--- src/rtl/vmask_prefix_wb_pkg.sv ---
// Shared types for the mask prefix writeback stage: instruction encodings,
// 64-bit bus type, writeback entry and the 2-entry FIFO occupancy states.
package vmask_prefix_wb_pkg;

    localparam int VLEN   = 128;
    localparam int MASK_W = VLEN / 8;
    localparam int RD_W   = 7;

    typedef logic [63:0] bus64_t;

    typedef enum logic [3:0] {
        VADD  = 4'd0,
        VSUB  = 4'd1,
        VMAND = 4'd2,
        VMSBF = 4'd3,
        VMSIF = 4'd4,
        VMSOF = 4'd5
    } instr_type_t;

    typedef struct packed {
        bus64_t            data;
        logic [RD_W-1:0]   rd;
    } vmask_wb_entry_t;

    typedef enum logic [1:0] {
        FIFO_EMPTY = 2'd0,
        FIFO_ONE   = 2'd1,
        FIFO_FULL  = 2'd2
    } fifo_state_t;

    function automatic logic is_prefix_op(input instr_type_t t);
        return (t == VMSBF) || (t == VMSIF) || (t == VMSOF);
    endfunction

endpackage

--- src/rtl/vmask_skid_fifo2.sv ---
// Two-entry FIFO of writeback entries with flush. Occupancy is the FSM state
// and is exposed on state_o; the head entry reads as zero while empty.
module vmask_skid_fifo2
    import vmask_prefix_wb_pkg::*;
(
    input  logic            clk_i,
    input  logic            rst_i,
    input  logic            flush_i,
    input  logic            push_i,
    input  logic            pop_i,
    input  vmask_wb_entry_t data_i,
    output fifo_state_t     state_o,
    output vmask_wb_entry_t data_o
);

    fifo_state_t     state_q, state_d;
    logic            wr_ptr_q, wr_ptr_d;
    logic            rd_ptr_q, rd_ptr_d;
    vmask_wb_entry_t mem_q [2];
    vmask_wb_entry_t mem_d [2];
    logic            do_push, do_pop;

    always_comb begin
        do_push  = push_i & (state_q != FIFO_FULL);
        do_pop   = pop_i & (state_q != FIFO_EMPTY);
        state_d  = state_q;
        wr_ptr_d = wr_ptr_q;
        rd_ptr_d = rd_ptr_q;
        mem_d    = mem_q;

        if (do_push) begin
            mem_d[wr_ptr_q] = data_i;
            wr_ptr_d        = ~wr_ptr_q;
        end
        if (do_pop) begin
            rd_ptr_d = ~rd_ptr_q;
        end

        case (state_q)
            FIFO_EMPTY: if (do_push) state_d = FIFO_ONE;
            FIFO_ONE: begin
                if (do_push && !do_pop)      state_d = FIFO_FULL;
                else if (!do_push && do_pop) state_d = FIFO_EMPTY;
            end
            FIFO_FULL:  if (do_pop) state_d = FIFO_ONE;
            default:    state_d = FIFO_EMPTY;
        endcase
    end

    // Flush shares the reset path so it always beats a same-cycle push or pop.
    always_ff @(posedge clk_i) begin
        if (rst_i || flush_i) begin
            state_q  <= FIFO_EMPTY;
            wr_ptr_q <= 1'b0;
            rd_ptr_q <= 1'b0;
            mem_q[0] <= '0;
            mem_q[1] <= '0;
        end else begin
            state_q  <= state_d;
            wr_ptr_q <= wr_ptr_d;
            rd_ptr_q <= rd_ptr_d;
            mem_q    <= mem_d;
        end
    end

    assign state_o = state_q;
    assign data_o  = (state_q == FIFO_EMPTY) ? '0 : mem_q[rd_ptr_q];

endmodule

--- src/rtl/vmask_prefix_wb.sv ---
// Registered result stage for set-before/including/only-first: merges the raw
// result with old vd (tail/masked-off undisturbed) and queues it for writeback.
module vmask_prefix_wb
    import vmask_prefix_wb_pkg::*;
(
    input  logic              clk_i,
    input  logic              rst_i,
    input  logic              flush_i,
    input  logic              valid_i,
    output logic              ready_o,
    input  instr_type_t       instr_type_i,
    input  bus64_t            result_i,
    input  bus64_t            old_vd_i,
    input  logic [MASK_W-1:0] data_vm_i,
    input  logic              use_mask_i,
    input  logic [6:0]        vl_i,
    input  logic [RD_W-1:0]   rd_i,
    output logic              valid_o,
    input  logic              ready_i,
    output bus64_t            data_vd_o,
    output logic [RD_W-1:0]   rd_o
);

    // Handshake: a beat moves on an interface only in a cycle where its valid
    // and ready are both high; ready_o depends on occupancy only, never ready_i.
    fifo_state_t     fifo_state;
    vmask_wb_entry_t push_entry;
    vmask_wb_entry_t head_entry;
    logic            push, pop;
    logic [6:0]      vl_eff;
    bus64_t          merged;
    logic            unused_hi_bits;

    always_comb begin
        vl_eff = (vl_i > 7'(MASK_W)) ? 7'(MASK_W) : vl_i;
        merged = '0;
        for (int i = 0; i < MASK_W; i++) begin
            if (i >= int'(vl_eff))
                merged[i] = old_vd_i[i];
            else if (use_mask_i && !data_vm_i[i])
                merged[i] = old_vd_i[i];
            else
                merged[i] = result_i[i];
        end
    end

    // Bits above the mask width are forced to zero, so the inputs there are ignored.
    assign unused_hi_bits = ^{result_i[63:MASK_W], old_vd_i[63:MASK_W]};

    assign ready_o         = (fifo_state != FIFO_FULL);
    assign valid_o         = (fifo_state != FIFO_EMPTY);
    assign push            = valid_i & ready_o & is_prefix_op(instr_type_i);
    assign pop             = valid_o & ready_i;
    assign push_entry.data = merged;
    assign push_entry.rd   = rd_i;

    vmask_skid_fifo2 u_fifo (
        .clk_i   (clk_i),
        .rst_i   (rst_i),
        .flush_i (flush_i),
        .push_i  (push),
        .pop_i   (pop),
        .data_i  (push_entry),
        .state_o (fifo_state),
        .data_o  (head_entry)
    );

    assign data_vd_o = head_entry.data;
    assign rd_o      = head_entry.rd;

endmodule

--- config.mk ---
export PLATFORM = sky130hd
export DESIGN_NAME = vmask_prefix_wb
export DESIGN_NICKNAME = d
export VERILOG_FILES = /design/src/rtl/vmask_prefix_wb_pkg.sv /design/src/rtl/vmask_skid_fifo2.sv /design/src/rtl/vmask_prefix_wb.sv
export SDC_FILE = /design/constraint.sdc
export NUM_CORES = 1
export LEC_CHECK = 0
export BUFFER_PORTS_ARGS = -buffer_cell sky130_fd_sc_hd__clkbuf_2
export CAP_MARGIN = 0
export CORE_AREA = 2 2 92 94
export CTS_CLUSTER_SIZE = 40
export DETAILED_ROUTE_END_ITERATION = 8
export DIE_AREA = 0 0 94 96
export PLACE_DENSITY_LB_ADDON = 0.08
export SYNTH_ARGS = -nofsm -noshare
export SYNTH_HDL_FRONTEND = slang
export SYNTH_SLANG_ARGS = --single-unit
--- constraint.sdc ---
create_clock -name clk_i -period 3.8 [get_ports clk_i]
set_input_delay 0.76 -clock clk_i [delete_from_list [all_inputs] [get_ports clk_i]]
set_output_delay 0.76 -clock clk_i [all_outputs]
set_load 0.02 [all_outputs]
Word-level counts from Yosys, hierarchy flattened
Cells that the tools add are included.
- muxes and demuxes: 45
- magnitude comparators: 20
- bitwise gates (word level): 9
- equality and inequality tests: 9
- reduce and logical (&&, ||, !) cells: 43
- operators with widths (operator ; count):
    $mux 71 ; 5
    $bwmux 142 ; 1
    $demux 71 s1 ; 1
    $ge 4x7->1 const A ; 8
    $mux 1 ; 32
    $ge 3x7->1 const A ; 4
    $logic_and 1x1->1 ; 19
    $logic_not 1->1 ; 18
    $ge 1x7->1 const A ; 2
    $ge 2x7->1 const A ; 2
    $eq 4x3->1 const B ; 2
    $mux 2 ; 4
    $gt 7x5->1 const B ; 1
    $mux 7 ; 1
    $pmux 2 s3 ; 1
    $and 1x1->1 ; 5
    $eq 4x2->1 const B ; 1
    $ge 2x2->1 const B ; 2
    $ne 2x1->1 const B ; 2
    $not 1->2 ; 2
    $logic_or 1x1->1 ; 3
    $ne 3x1->1 const B ; 1
    $reduce_and 3->1 ; 1
    $eq 2x1->1 const B ; 1
    other kinds (6) ; 7
- bits in registers: 146
- output and inout bits: 73

Depth between registers and ports, before layout
- word-level depth: 10
- depth in mapped cells: 9

Cells and area by module
From an unflattened synthesis, not the netlist that was laid out.
- cell total of the unflattened synthesis: 806
- area, all modules: 7038.0 um^2
- by module, submodules not included (module ; seq. area each (um^2) ; cells an instance ; area an instance (um^2) ; times used):
    vmask_skid_fifo2 ; 2922.8 ; 736 ; 6556.3 ; 1
    vmask_prefix_wb ; 0.0 ; 70 ; 481.7 ; 1

Worst setup path before layout
OpenSTA, ideal clock, no wires.
- path kind: input to register
- start point: in instr_type_i[1]
- end point: reg u_fifo.state_q[0] (netlist: u_fifo.state_o[0])
- arrival time: 2.150 ns
- path slack: 1.516 ns
- stages on the path: 7
- path buffers: 1
- data required time: 3.666 ns
- cell sequence: nand2b_1 a2111o_4 clkinv_2 buf_6 ha_1 a21oi_1 a221oi_1
- word-level cells in the longest chain between the ends: 9
- RTL lines (what ; RTL line ; source):
    from (decl) ; vmask_prefix_wb.sv:11 ; input instr_type_t instr_type_i,
    $eq 4x2->1 / $eq 4x3->1 (equally long branches) ; vmask_prefix_wb_pkg.sv:32 ; return (t == VMSBF) || (t == VMSIF) || (t == VMSOF);
    $logic_or 1x1->1 ; vmask_prefix_wb_pkg.sv:32 ;
    $logic_or 1x1->1 (*) ; vmask_prefix_wb_pkg.sv:32 ;
    $and 1x1->1 (*) ; vmask_prefix_wb.sv:52 ; assign push = valid_i & ready_o & is_prefix_op(instr_type_i);
    $and 1x1->1 (*) ; vmask_skid_fifo2.sv:24 ; do_push = push_i & (state_q != FIFO_FULL);
    named net u_fifo.do_push ; vmask_skid_fifo2.sv:21 ; logic do_push, do_pop;
    $logic_not 1->1 ; vmask_skid_fifo2.sv:43 ; else if (!do_push && do_pop) state_d = FIFO_EMPTY;
    $logic_and 1x1->1 ; vmask_skid_fifo2.sv:43 ;
    $ne 3x1->1 (no line) ; -- ;
    $reduce_and 3->1 (no line) ; -- ;
    to (signal assigned) ; vmask_skid_fifo2.sv:59 ; state_q <= state_d;
    to (decl) ; vmask_skid_fifo2.sv:16 ; fifo_state_t state_q, state_d;
The timed path passes the listed nets; every way through them passes the cells marked *.
A chain may end at the register's enable or synchronous reset.

Worst setup path after layout
- start point: reg u_fifo.rd_ptr_q
- end point: out data_vd_o[9]
- word-level cells in the longest chain between the ends: 5
- RTL lines (what ; RTL line ; source):
    from (decl) ; vmask_skid_fifo2.sv:18 ; logic rd_ptr_q, rd_ptr_d;
    from (signal assigned) ; vmask_skid_fifo2.sv:61 ; rd_ptr_q <= rd_ptr_d;
    $not 1->2 (implied by the code) ; vmask_skid_fifo2.sv:67 ; assign data_o = (state_q == FIFO_EMPTY) ? '0 : mem_q[rd_ptr_q];
    $mux 71 (implied by the code) (3 in a row) ; vmask_skid_fifo2.sv:67 ;
    $mux 71 ; vmask_skid_fifo2.sv:67 ;
    to (decl) ; vmask_prefix_wb.sv:20 ; output bus64_t data_vd_o,
No other way between the ends. The select of a mux whose other input is x is not followed.

==> tab_implementation.tex <==
\begin{tabular}{lr}
\hline
Metric & Value \\
\hline
\multicolumn{2}{l}{\textbf{Final layout}} \\
\quad Layout cells sized above 1 & between 30 and 40\% \\
\quad Net count, final & 585 \\
\quad Layout-stage area growth over the synthesis result & 15.9\% \\
\quad Util after Layout & between 40\% and 50\% \\
\quad Filler instances & 854 \\
\multicolumn{2}{l}{\textbf{Clock tree}} \\
\quad Post\_cts resized & 0 \\
\quad CTS HTree Levels & 2 \\
\quad Master cell of the clock root buffer & sky130\_fd\_sc\_hd\_\_clkbuf\_8 \\
\quad Quantity of hold-fixing buffers added after cts & 0 \\
\quad Maximum count of clock buffers along a single path & 2 \\
\quad Clk\_lat worst skew & slightly above 300 ps \\
\quad Post-CTS repair timing setup buffer count & 0 \\
\quad Clock-pin slew of the registers on the worst-case setup and hold paths & 90 ps \\
\quad TritonCTS clock tree & done \\
\quad Total clock sinks & 50 \\
\quad TritonCTS Buffers & 5 \\
\multicolumn{2}{l}{\textbf{Critical path}} \\
\quad Critical register-to-register path startpoint & u\_fifo.state\_o[1] \\
\quad Critical path required time & roughly 3000 ps \\
\quad Category of the worst setup path launch point & flop \\
\quad Critical Path Source & u\_fifo.rd\_ptr\_q \\
\quad CP arrival & roughly 1800 ps \\
\quad Largest fanout of any net on the critical path & 14 \\
\quad Critical path type & reg -> out \\
\quad Cell with the biggest individual delay on the critical path & sky130\_fd\_sc\_hd\_\_dfxtp\_1 \\
\quad Cells along the critical path & buf\_12 > mux2i\_1 > nor2\_1 > clkbuf\_2 \\
\quad CP Capture Type & output port \\
\quad Largest stage delay on the critical path & 810 ps \\
\multicolumn{2}{l}{\textbf{Floorplanning}} \\
\quad Die H & about 96 microns \\
\quad Die boundary width & between 90 and 100 microns \\
\quad Initial core utilization & a little under two fifths \\
\quad Placement Rows & 33 \\
\quad Count of pins on the block boundary & between 200 and 250 \\
\quad Area of the core region & slightly above 0.008 sq mm \\
\quad Die area & 0.00902 sq mm \\
\multicolumn{2}{l}{\textbf{Synth}} \\
\quad Synthesized netlist cell count & 333 \\
\quad Top cells by area, synth & sky130\_fd\_sc\_hd\_\_dfxtp\_1 33\%, sky130\_fd\_sc\_hd\_\_mux2i\_1 12\%, sky130\_fd\_sc\_hd\_\_buf\_4 12\% \\
\quad Register bit count reported by yosys & 50 \\
\quad Top post-synthesis cells by count & 50 x sky130\_fd\_sc\_hd\_\_dfxtp\_1, 49 x sky130\_fd\_sc\_hd\_\_buf\_4, 37 x sky130\_fd\_sc\_hd\_\_mux2i\_1 \\
\quad Netlist cell types & 44 \\
\quad Sequential fraction of the synthesis area & 33.1\% \\
\quad Most frequent cell after synthesis & sky130\_fd\_sc\_hd\_\_dfxtp\_1 \\
\quad Biggest area consumer among synthesized cells & sky130\_fd\_sc\_hd\_\_dfxtp\_1 \\
\quad Number of enable-type register cells in the synthesized netlist & 0 \\
\quad Cell area after synthesis & about 0.003 sq mm \\
\quad Commonest register cell after synthesis & sky130\_fd\_sc\_hd\_\_dfxtp\_1 \\
\quad Number of warnings reported in the yosys synthesis log & 0 \\
\quad Fraction of registers with async set/reset & 0\% \\
\quad Fraction of synthesized cell area taken by the top area cell type & 33.1\% \\
\quad Post-Syn Area per Cell & a little over 9 sq um \\
\multicolumn{2}{l}{\textbf{Placed design}} \\
\quad Port-buffer cells & 96 \\
\quad Pre-CTS setup slack & 1060 ps \\
\quad Final Wtd Congestion & 0.738 \\
\quad HPWL after detailed placement & between 5000 and 6000 microns \\
\multicolumn{2}{l}{\textbf{STA}} \\
\quad RSZ-0062 raised after global routing & false \\
\quad Worst setup skew after layout & 8.05 ps \\
\quad Hold\_ws & about 470 ps \\
\quad Pin slew with the least headroom to its limit & between 1000 and 1500 ps \\
\quad Min Tclk post-route & 2590 ps \\
\quad Number of endpoints with negative hold slack in the final report & 0 \\
\quad Setup-failing EPs final & 0 \\
\quad Worst path setup slack after routing & about 1200 ps \\
\quad Sum of negative setup slack & 0 ps \\
\quad Final Max Slew Viols & 0 \\
\quad Max\_slew headroom & between 30\% and 40\% \\
\quad Final cycle utilization of the critical path & around 70\% \\
\quad Maximum operating frequency & between 300 and 400 MHz \\
\multicolumn{2}{l}{\textbf{Routing}} \\
\quad Avg Vias per Cell & $\sim$4.9 \\
\quad DRC marker count from the first detailed-route iteration & between 100 and 150 \\
\quad Vias post-DR & about 2,600 \\
\quad WL met3 & between 700 and 800 microns \\
\quad Sum of routed wire length over all layers & about 8000 microns \\
\quad Residual DRC count & 0 \\
\quad Antenna-violating nets left & 0 \\
\quad WL met2 & between 3000 and 4000 microns \\
\quad Pre-antenna DRT Iters & 4 \\
\quad Average wire per standard cell & approximately 15 microns \\
\quad Max layer used & met4 \\
\quad Met1 wire length & slightly below 4000 microns \\
\multicolumn{2}{l}{\textbf{GRT}} \\
\quad Global-route wire length before repair & roughly 12,000 microns \\
\quad GR Util All Layers & 17.4\% \\
\quad Largest net degree at the start of global routing & 27 \\
\quad Number of antenna violations at the first check in global routing & 2 \\
\quad Via count of the first global-routing pass & between 2,000 and 2,500 \\
\quad Total gr overflow & 0 \\
\multicolumn{2}{l}{\textbf{Pwr}} \\
\quad Max VDD drop & $\sim$0.12 mV \\
\quad Power density of the placed cells & roughly 310 mW/mm\^{}2 \\
\quad Leakage Power & about 0.0015 uW \\
\multicolumn{2}{l}{\textbf{Outcome}} \\
\quad Status & finished clean \\
\multicolumn{2}{l}{\textbf{Min path}} \\
\quad Hold crit path type & reg -> reg \\
\quad Hold Startpoint & u\_fifo.mem\_q[21] \\
\multicolumn{2}{l}{\textbf{Flow run}} \\
\quad Number of maximum-capacitance violations & 0 \\
\hline
\end{tabular}
-- final timing paths --
kind	cells past startpoint	slack, ps	to
setup / recovery	4	1210	data_vd_o[9]
hold / removal	1	470	u_fifo.mem_q[21]
setup reg to reg	6	1500	u_fifo.state_o[0]
hold reg to reg	1	470	u_fifo.mem_q[21]
-- worst max-delay path, delay by kind of cell, from the launching register on --
family | cells | cell delay [ps]
buffers and inverters | 2 | 420
AND/OR/NAND/NOR | 1 | 60
flip-flops | 1 | 810
multiplexers | 1 | 230
-- cell families (layout without fill, tap and decap cells) --
kind of cell               count (synthesis)  count (layout)  synth area share, %
and+or+nand+nor                           67              67                 10.8
AOI/OAI and AO/OA                         98              98                 26.4
other                                      1              50                0.124
DFF                                       50              50                 33.1
adders and majority gates                  1               1                0.414
buffers and inverters                     78             115                 16.6
muxes                                     37              37                 12.3
xor gates and xnor gates                   1               1                0.290
-- layout make-up --
| type | count | area [sq um] | share of cell area (%) |
|---|---|---|---|
| Multi-Input combinational cell | 252 | 1700 | 48.6 |
| Tap cell | 105 | 131 | 3.75 |
| Inverter | 7 | 27.5 | 0.786 |
| Timing Repair Buffer | 100 | 523 | 14.9 |
| Clock inverter | 3 | 43.8 | 1.25 |
| Sequential cell | 50 | 1000 | 28.6 |
| Antenna cell | 2 | 5.00 | 0.143 |
| Clock buffer | 5 | 68.8 | 1.96 |
-- per-layer routing --
layer  vias up  global-route usage [%]
met4         0                    3.99
met2       114                    26.3
met5         -                       0
li1       1278                       -
met1      1181                    24.5
met3         8                    5.01
-- power by group --
| part | internal [uW] | switching (uW) |
|---|---|---|
| combinational | 63.6 | 121 |
| sequential | 528 | 3.63 |
| clock | 198 | 186 |
-- registers in the layout, indices dropped and copies added, names as in the netlist --
register,cells
u_fifo.wr_ptr_q,1
u_fifo.mem_q,46
u_fifo.state_o,2
u_fifo.rd_ptr_q,1
-- per-stage QoR --
stage                     std cells  power [uW]  cell area (sq um)
after floorplan                 380         706               3200
after global placement          514         729               3380
after detailed placement        514         729               3380
after CTS                       522        1110               3500
after global routing            522        1150               3500
final                           524        1100               3500
-- layout by cell type (no fill, tap or decap), types with 9 or more instances in the layout --
cell	synthesis	layout
sky130_fd_sc_hd__a211oi_2	11	11
sky130_fd_sc_hd__a21oi_1	17	17
sky130_fd_sc_hd__a21oi_2	10	10
sky130_fd_sc_hd__a2bb2oi_1	10	10
sky130_fd_sc_hd__clkbuf_2	0	96
sky130_fd_sc_hd__conb_1	1	48
sky130_fd_sc_hd__dfxtp_1	50	50
sky130_fd_sc_hd__mux2i_1	37	37
sky130_fd_sc_hd__nand2_1	9	9
sky130_fd_sc_hd__nor2_1	29	27
sky130_fd_sc_hd__o21ai_0	11	11
sky130_fd_sc_hd__o2bb2ai_1	16	16
No activity file was read; power rests on OpenSTA's default activity.
